`src/rtl/rr_arbiter_n.sv`:
```
// rtl/rr_arbiter_n.sv - N-way registered arbiter, fixed-priority or round-robin,
// with a per-owner hold limit that yields to pending competitors.
module rr_arbiter_n #(
  parameter int N        = 4,
  parameter int MODE     = 1,
  parameter int MAX_HOLD = 4,
  localparam int IW      = $clog2(N),
  localparam int HW      = $clog2(MAX_HOLD + 1)
) (
  input  logic          clk,
  input  logic          rst,
  input  logic [N-1:0]  r,
  output logic [N-1:0]  g,
  output logic [IW-1:0] g_id,
  output logic          busy
);

  typedef enum logic {IDLE, GRANT} state_t;

  localparam logic [HW-1:0] MAX_H   = HW'(MAX_HOLD);
  localparam logic [HW-1:0] ONE_H   = HW'(1);
  localparam logic [IW:0]   N_W     = (IW + 1)'(N);
  localparam logic [N-1:0]  ONE_OH  = {{(N - 1){1'b0}}, 1'b1};

  state_t        state_q;
  logic [N-1:0]  g_q;
  logic [IW-1:0] id_q;
  logic [IW-1:0] ptr_q;
  logic [HW-1:0] hold_q;
  logic          busy_q;

  logic [N-1:0]  cand;
  logic [IW-1:0] start;
  logic [IW:0]   sum;
  logic [IW:0]   nxt_sum;
  logic [IW-1:0] win;
  logic [IW-1:0] ptr_d;
  logic          found;
  logic          own_req;
  logic          others;
  logic          hold_max;

  // g_q is the owner's one-hot, so masking with it excludes the current owner
  always_comb begin
    cand     = r & ~g_q;
    own_req  = |(r & g_q);
    others   = |cand;
    hold_max = (hold_q == MAX_H);
    start    = (MODE == 1) ? ptr_q : '0;
    found    = 1'b0;
    win      = '0;
    sum      = '0;
    for (int k = 0; k < N; k++) begin
      sum = {1'b0, start} + (IW + 1)'(k);
      if (sum >= N_W) sum = sum - N_W;
      if (!found && cand[sum[IW-1:0]]) begin
        found = 1'b1;
        win   = sum[IW-1:0];
      end
    end
    nxt_sum = {1'b0, win} + (IW + 1)'(1);
    ptr_d   = (nxt_sum >= N_W) ? '0 : nxt_sum[IW-1:0];
  end

  always_ff @(posedge clk) begin
    if (rst) begin
      state_q <= IDLE;
      g_q     <= '0;
      id_q    <= '0;
      busy_q  <= 1'b0;
      hold_q  <= '0;
      ptr_q   <= '0;
    end else begin
      case (state_q)
        IDLE: begin
          if (found) begin
            state_q <= GRANT;
            g_q     <= ONE_OH << win;
            id_q    <= win;
            busy_q  <= 1'b1;
            hold_q  <= ONE_H;
            ptr_q   <= ptr_d;
          end
        end
        GRANT: begin
          // Hold count wraps to 1 when nobody is waiting, so a lone owner never stalls
          if (own_req && (!hold_max || !others)) begin
            hold_q <= hold_max ? ONE_H : hold_q + ONE_H;
          end else if (found) begin
            g_q    <= ONE_OH << win;
            id_q   <= win;
            hold_q <= ONE_H;
            ptr_q  <= ptr_d;
          end else begin
            state_q <= IDLE;
            g_q     <= '0;
            id_q    <= '0;
            busy_q  <= 1'b0;
            hold_q  <= '0;
          end
        end
        default: state_q <= IDLE;
      endcase
    end
  end

  assign g    = g_q;
  assign g_id = id_q;
  assign busy = busy_q;

endmodule

```
`config.mk`:
```
export PLATFORM = sky130hd
export DESIGN_NAME = rr_arbiter_n
export DESIGN_NICKNAME = d
export VERILOG_FILES = /design/src/rtl/rr_arbiter_n.sv
export SDC_FILE = /design/constraint.sdc
export NUM_CORES = 1
export LEC_CHECK = 0
export CAP_MARGIN = 20
export CORE_UTILIZATION = 54
export DETAILED_ROUTE_END_ITERATION = 6
export PLACE_DENSITY = 0.86
export SETUP_SLACK_MARGIN = 0.02
export SYNTH_ARGS = -nofsm -noshare
export SYNTH_HDL_FRONTEND = slang
export SYNTH_SLANG_ARGS = --single-unit
```
`constraint.sdc`:
```
create_clock -name clk -period 4.8 [get_ports clk]
set_clock_uncertainty 0.2 [all_clocks]
set_input_delay 0.96 -clock clk [delete_from_list [all_inputs] [get_ports clk]]
set_output_delay 0.96 -clock clk [all_outputs]
set_load 0.005 [all_outputs]
```
-- Word level (Yosys, flattened, before mapping)
Index checks and enable logic that the tools add are counted.
- register bits: 13
- bits of input ports: 6
- output and inout bits: 7
- logic and storage cells: 91
- mux-type cells: 44
- bitwise operators: 4
- reductions and logical operators: 14
- $lt $le $gt $ge: 9
- add/sub/neg operators: 9
- equal/unequal tests: 4
- shift-type cells: 1
- operators by type and width (cell ; count):
    $mux 2 ; 14
    $mux 1 ; 14
    $ge 3x3->1 const B ; 4
    $lt 2x3->1 const B ; 4
    $mux 4 ; 3
    $mux 3 ; 3
    $and 4x4->4 ; 2
    $bmux 1 s2 ; 4
    $pmux 2 s2 ; 2
    $pmux 4 s2 ; 1
    $reduce_or 4->1 ; 2
    $sub 2x1->2 const B ; 4
    $add 2x1->3 const B ; 2
    $add 2x2->3 const B ; 2
    $ne 2x2->1 const B ; 3
    $pmux 3 s2 ; 1
    $logic_not 1->1 ; 5
    $logic_and 1x1->1 ; 4
    $not 4->4 ; 1
    $pmux 1 s2 ; 2
    $shl 1x2->4 const A ; 1
    $add 3x1->3 const B ; 1
    $eq 3x3->1 const B ; 1
    $ge 2x3->1 const B ; 1
    other kinds (4) ; 4

-- Logic depth before layout (Yosys ltp)
- word-level depth: 20
- mapped depth: 7
- gate-level depth less buffers: 7

-- Worst setup path after synthesis
No wires, ideal clock.
- path type: input-to-reg
- from: in r[1]
- to: reg ptr_q[1]
- stages on the path: 6
- path slack: 2.389 ns
- path buffers: 0
- library setup time: 0.124 ns
- arrival time: 2.086 ns
- path through: nand2b_1 or3b_2 o211a_1 ha_1 mux2i_1 nor2_1
- cells in the longest elaborated chain, start to end: 19
- RTL lines (what ; RTL line ; text):
    from (decl) ; 12 ; input logic [N-1:0] r,
    $and 4x4->4 * ; 45 ; cand = r & ~g_q;
    $bmux 1 s2 ; 56 ; if (!found && cand[sum[IW-1:0]]) begin
    $mux 1 (not written as such) ; 56 ;
    $mux 1 ; 56 ;
    $logic_not 1->1 ; 56 ;
    $logic_and 1x1->1 ; 56 ;
    $mux 1 ; 56 ;
    $logic_not 1->1 ; 56 ;
    (+4 left out) ; -- ;
    $mux 2 * ; 56 ;
    $add 2x1->3 * ; 61 ; nxt_sum = {1'b0, win} + (IW + 1)'(1);
    $ge 3x3->1 ; 62 ; ptr_d = (nxt_sum >= N_W) ? '0 : nxt_sum[IW-1:0];
    $mux 2 * ; 62 ;
    net ptr_d[1] ; 37 ; logic [IW-1:0] ptr_d;
    $mux 2 * ; 76, 89 ;
    $mux 2 ; 87 ; if (own_req && (!hold_max || !others)) begin
    $pmux 2 s2 * ; 74 ; case (state_q)
    to (signal assigned) ; 82 ; ptr_q <= ptr_d;
    to (signal assigned) ; 93 ; ptr_q <= ptr_d;
    to (decl) ; 28 ; logic [IW-1:0] ptr_q;
Mark *: on every way through the listed nets, which the timed path passes. The rest lies on a longest branch. The select of a mux whose other input is x is not followed.
A chain may end at the register's enable or synchronous reset.

-- Worst setup path after layout
- from: in r[0]
- to: reg hold_q[2]
- cells in the longest elaborated chain, start to end: 14
- RTL lines (what ; RTL line ; text):
    $and 4x4->4 ; 45 ;
    $bmux 1 s2 ; 56 ;
    $mux 1 (not written as such) ; 56 ;
    $mux 1 ; 56 ;
    $logic_not 1->1 ; 56 ;
    $logic_and 1x1->1 ; 56 ;
    $mux 1 ; 56 ;
    $logic_not 1->1 ; 56 ;
    $logic_and 1x1->1 ; 56 ;
    $mux 1 ; 56 ;
    $logic_not 1->1 ; 56 ;
    $logic_and 1x1->1 ; 56 ;
    $mux 1 ; 56 ;
    $ne 2x2->1 (no line) ; -- ;
    to (signal assigned) ; 88 ; hold_q <= hold_max ? ONE_H : hold_q + ONE_H;
    to (decl) ; 29 ; logic [HW-1:0] hold_q;
Several ways; a longest one is shown, not always the timed one. The select of a mux whose other input is x is not followed.

==> results.md <==
- CTS buffer count: 3
- Gr ovfl total: 0
- H-tree levels: 1
- Starting density of the core: 0.587
- Slew headroom: 0.675
- Post-CTS setup buffer count: 0
- Crit share post-route: 0.581
- Max Slew Vio Count: 0
- Number of setup violations in the final report: 0
- NumNets Final: 116
- DRT Pass-1 Iters: 4
- Pwr dens: 471 nW/um^2
- Complex-gate fraction of the synthesized area: 0.231
- Post-Synth Adder-Cell Area: 0.115
- Wirelength per Cell: 13.5 microns
- Most frequent cells in the layout: nor2_1, dfxtp_1, clkdlybuf4s50_1
- CP Capture Type: flip-flop
- Core region area: around 1300 sq um
- Final hold vios: 0
- DRC violations left: 0
- MaxCap Viol Count: 0
- Hold Path Class: reg2reg
- Total Power: 0.434 mW
- Clock Sink Count: 13
- IR drop worst, VDD: 303 uV
- I/O Buffers: 12
- Share of layout cells above drive strength 1: 0.0784
- RSZ-0062 raised after global routing: no
- Num rows: 13
- Seq. cell area: between 200 and 300 sq um
- Synthesized flop and latch total: 13
- Startpoint Class: primary input
- Total wire length: around 1600 microns
- Worst-Skew Late Latency: 280 ps
- Antenna-violating nets left: 0
- Initial antenna violation count: 0
- Largest net degree at the start of global routing: 14
- TNS Setup: 0 ps
- Hold buffers post-CTS: 0
- CP arrival: approximately 2800 ps
- Layout overhead on the synthesized area: 20.6%
- Sequential element share of the synthesized area: 0.340
- Library cells used by synthesis: 27
- Synthesized area: 764 sq um
- Fill cells: 107
- FMAX: between 0.3 and 0.4 GHz
- CTS resizes: 0
- Status: finished clean
- Via count: 693
- Gr usage total: 0.243
- Root Driver: clkbuf_4
- Syn avg cell area: just under 9 sq um
- Fin Hold WS: 291 ps
- Mux contribution to synthesized area: 0.0393
- Die width: roughly 40 microns
- Antenna Cells: 0
- Fin crit period: 2790 ps
- Longest Clk Path Bufs: 2
- DRT iter0 DRCs: 29
- WP data required: between 4000 and 5000 ps
- Vias per Instance: 5.92
- Largest family of logic cells by synthesized area: compound AO/OA/AOI/OAI gates
- Syn Nets: 100
- Number of global-route vias before repair: 603
- Die Area: around 1600 sq um
- Critical path type: in2reg
- Gpl congestion: 0.744
- Clock transition at path regs: 80 ps
- Static leakage: 0.394 nW
- Final HPWL DP: 1220 microns
- Post-synthesis simple-gate area fraction: 0.229
- Final core occ: 0.709
- Synth warnings: 0
- First-pass GRT wire length: roughly 2500 microns
- CTS tree: done
- Synth Instances: 87
- Die Height: 39.6 microns
- Area of the multi-input gates: 469 sq um
- CP Max Fanout: 6
- I/O pin cnt: 13
- Pin slew with the least headroom to its limit: around 490 ps
- Synth Area in XOR/XNOR: 0
cells in the mapped netlist:
cell type | instances | area share
dfxtp_1 | 13 | 0.34
nor2_1 | 13 | 0.064
ha_1 | 7 | 0.11
inv_1 | 7 | 0.034
a22oi_1 | 6 | 0.059
a21oi_1 | 5 | 0.033
nand2_1 | 4 | 0.020
o21ai_0 | 4 | 0.026
mux2i_1 | 3 | 0.039
nand2b_1 | 3 | 0.025
nand3_1 | 3 | 0.020
a221oi_1 | 2 | 0.023
nor2b_1 | 2 | 0.016
nor3b_1 | 2 | 0.020
a221o_1 | 1 | 0.013
a22o_1 | 1 | 0.011
a22oi_2 | 1 | 0.016
a31oi_4 | 1 | 0.028
and2b_2 | 1 | 0.011
dlygate4sd1_1 | 1 | 0.011
nand4_1 | 1 | 0.0082
nand4b_1 | 1 | 0.011
nor4bb_1 | 1 | 0.013
o211a_1 | 1 | 0.013
o22ai_1 | 1 | 0.0082
or2b_1 | 1 | 0.0098
or3b_2 | 1 | 0.011
registers in the layout, summed over array words and instances (netlist names):
signal and count:
g 4, hold_q 3, g_id 2, ptr_q 2
busy 1, state_q 1
path summary, 6_finish.rpt:
kind / slack (ps) / cells after the start / end / from
worst max-delay path: 2010 / 8 / hold_q[2]$_SDFFE_PP0P_ / r[0]
worst max register to register: 2810 / 6 / ptr_q[1]$_SDFFE_PP0P_ / g[1]$_SDFFE_PP0P_
worst min-delay path: 290 / 2 / busy$_SDFFE_PP0P_ / busy$_SDFFE_PP0P_
worst min register to register: 290 / 2 / busy$_SDFFE_PP0P_ / busy$_SDFFE_PP0P_
cell type report:
cell class                      instances  share of cell area
Tap cell                               15              0.0204
Sequential cell                        13               0.282
Timing Repair Buffer                   12               0.130
Clock inverter                          1             0.00543
Clock buffer                            3              0.0244
Inverter                                7              0.0285
Multi-Input combinational cell         66               0.509
worst max-delay path, stage by stage:
cell             delay [ps]
clkdlybuf4s50_1         490
or2b_1                  240
nand4_1                 200
inv_1                   130
ha_1                    270
nor3b_1                 220
o21ai_0                 110
a21oi_1                 150
metal layers:
layer / vias to the layer above / global-route usage / wire [microns]
met1: 318 / 0.330 / 725
met2: 28 / 0.361 / 720
met4: 0 / 0.0603 / 10
met3: 2 / 0.0852 / 121
li1: 345 / - / -
met5: - / 0 / 0
per-stage QoR:
stage	instances	setup WS, ps	area, sq um
6_report	117	2010	922
5_1_grt	117	1920	922
3_5_place_dp	113	1730	895
3_3_place_gp	113	1790	895
2_1_floorplan	87	2390	764
4_1_cts	117	2020	922
logic make-up (layout without fill, tap and decap cells):
logic type,after synthesis,in the layout
flops,13,13
mux,3,3
buf+inv,8,23
simple gates,33,33
compound gates,23,23
fa+ha+maj,7,7
report_power, final:
group          internal (mW)  switching [mW]
sequential             0.135          0.0293
combinational          0.105          0.0982
clock                 0.0309          0.0367
total                  0.270           0.164
Power figures use the tool's default switching activity.
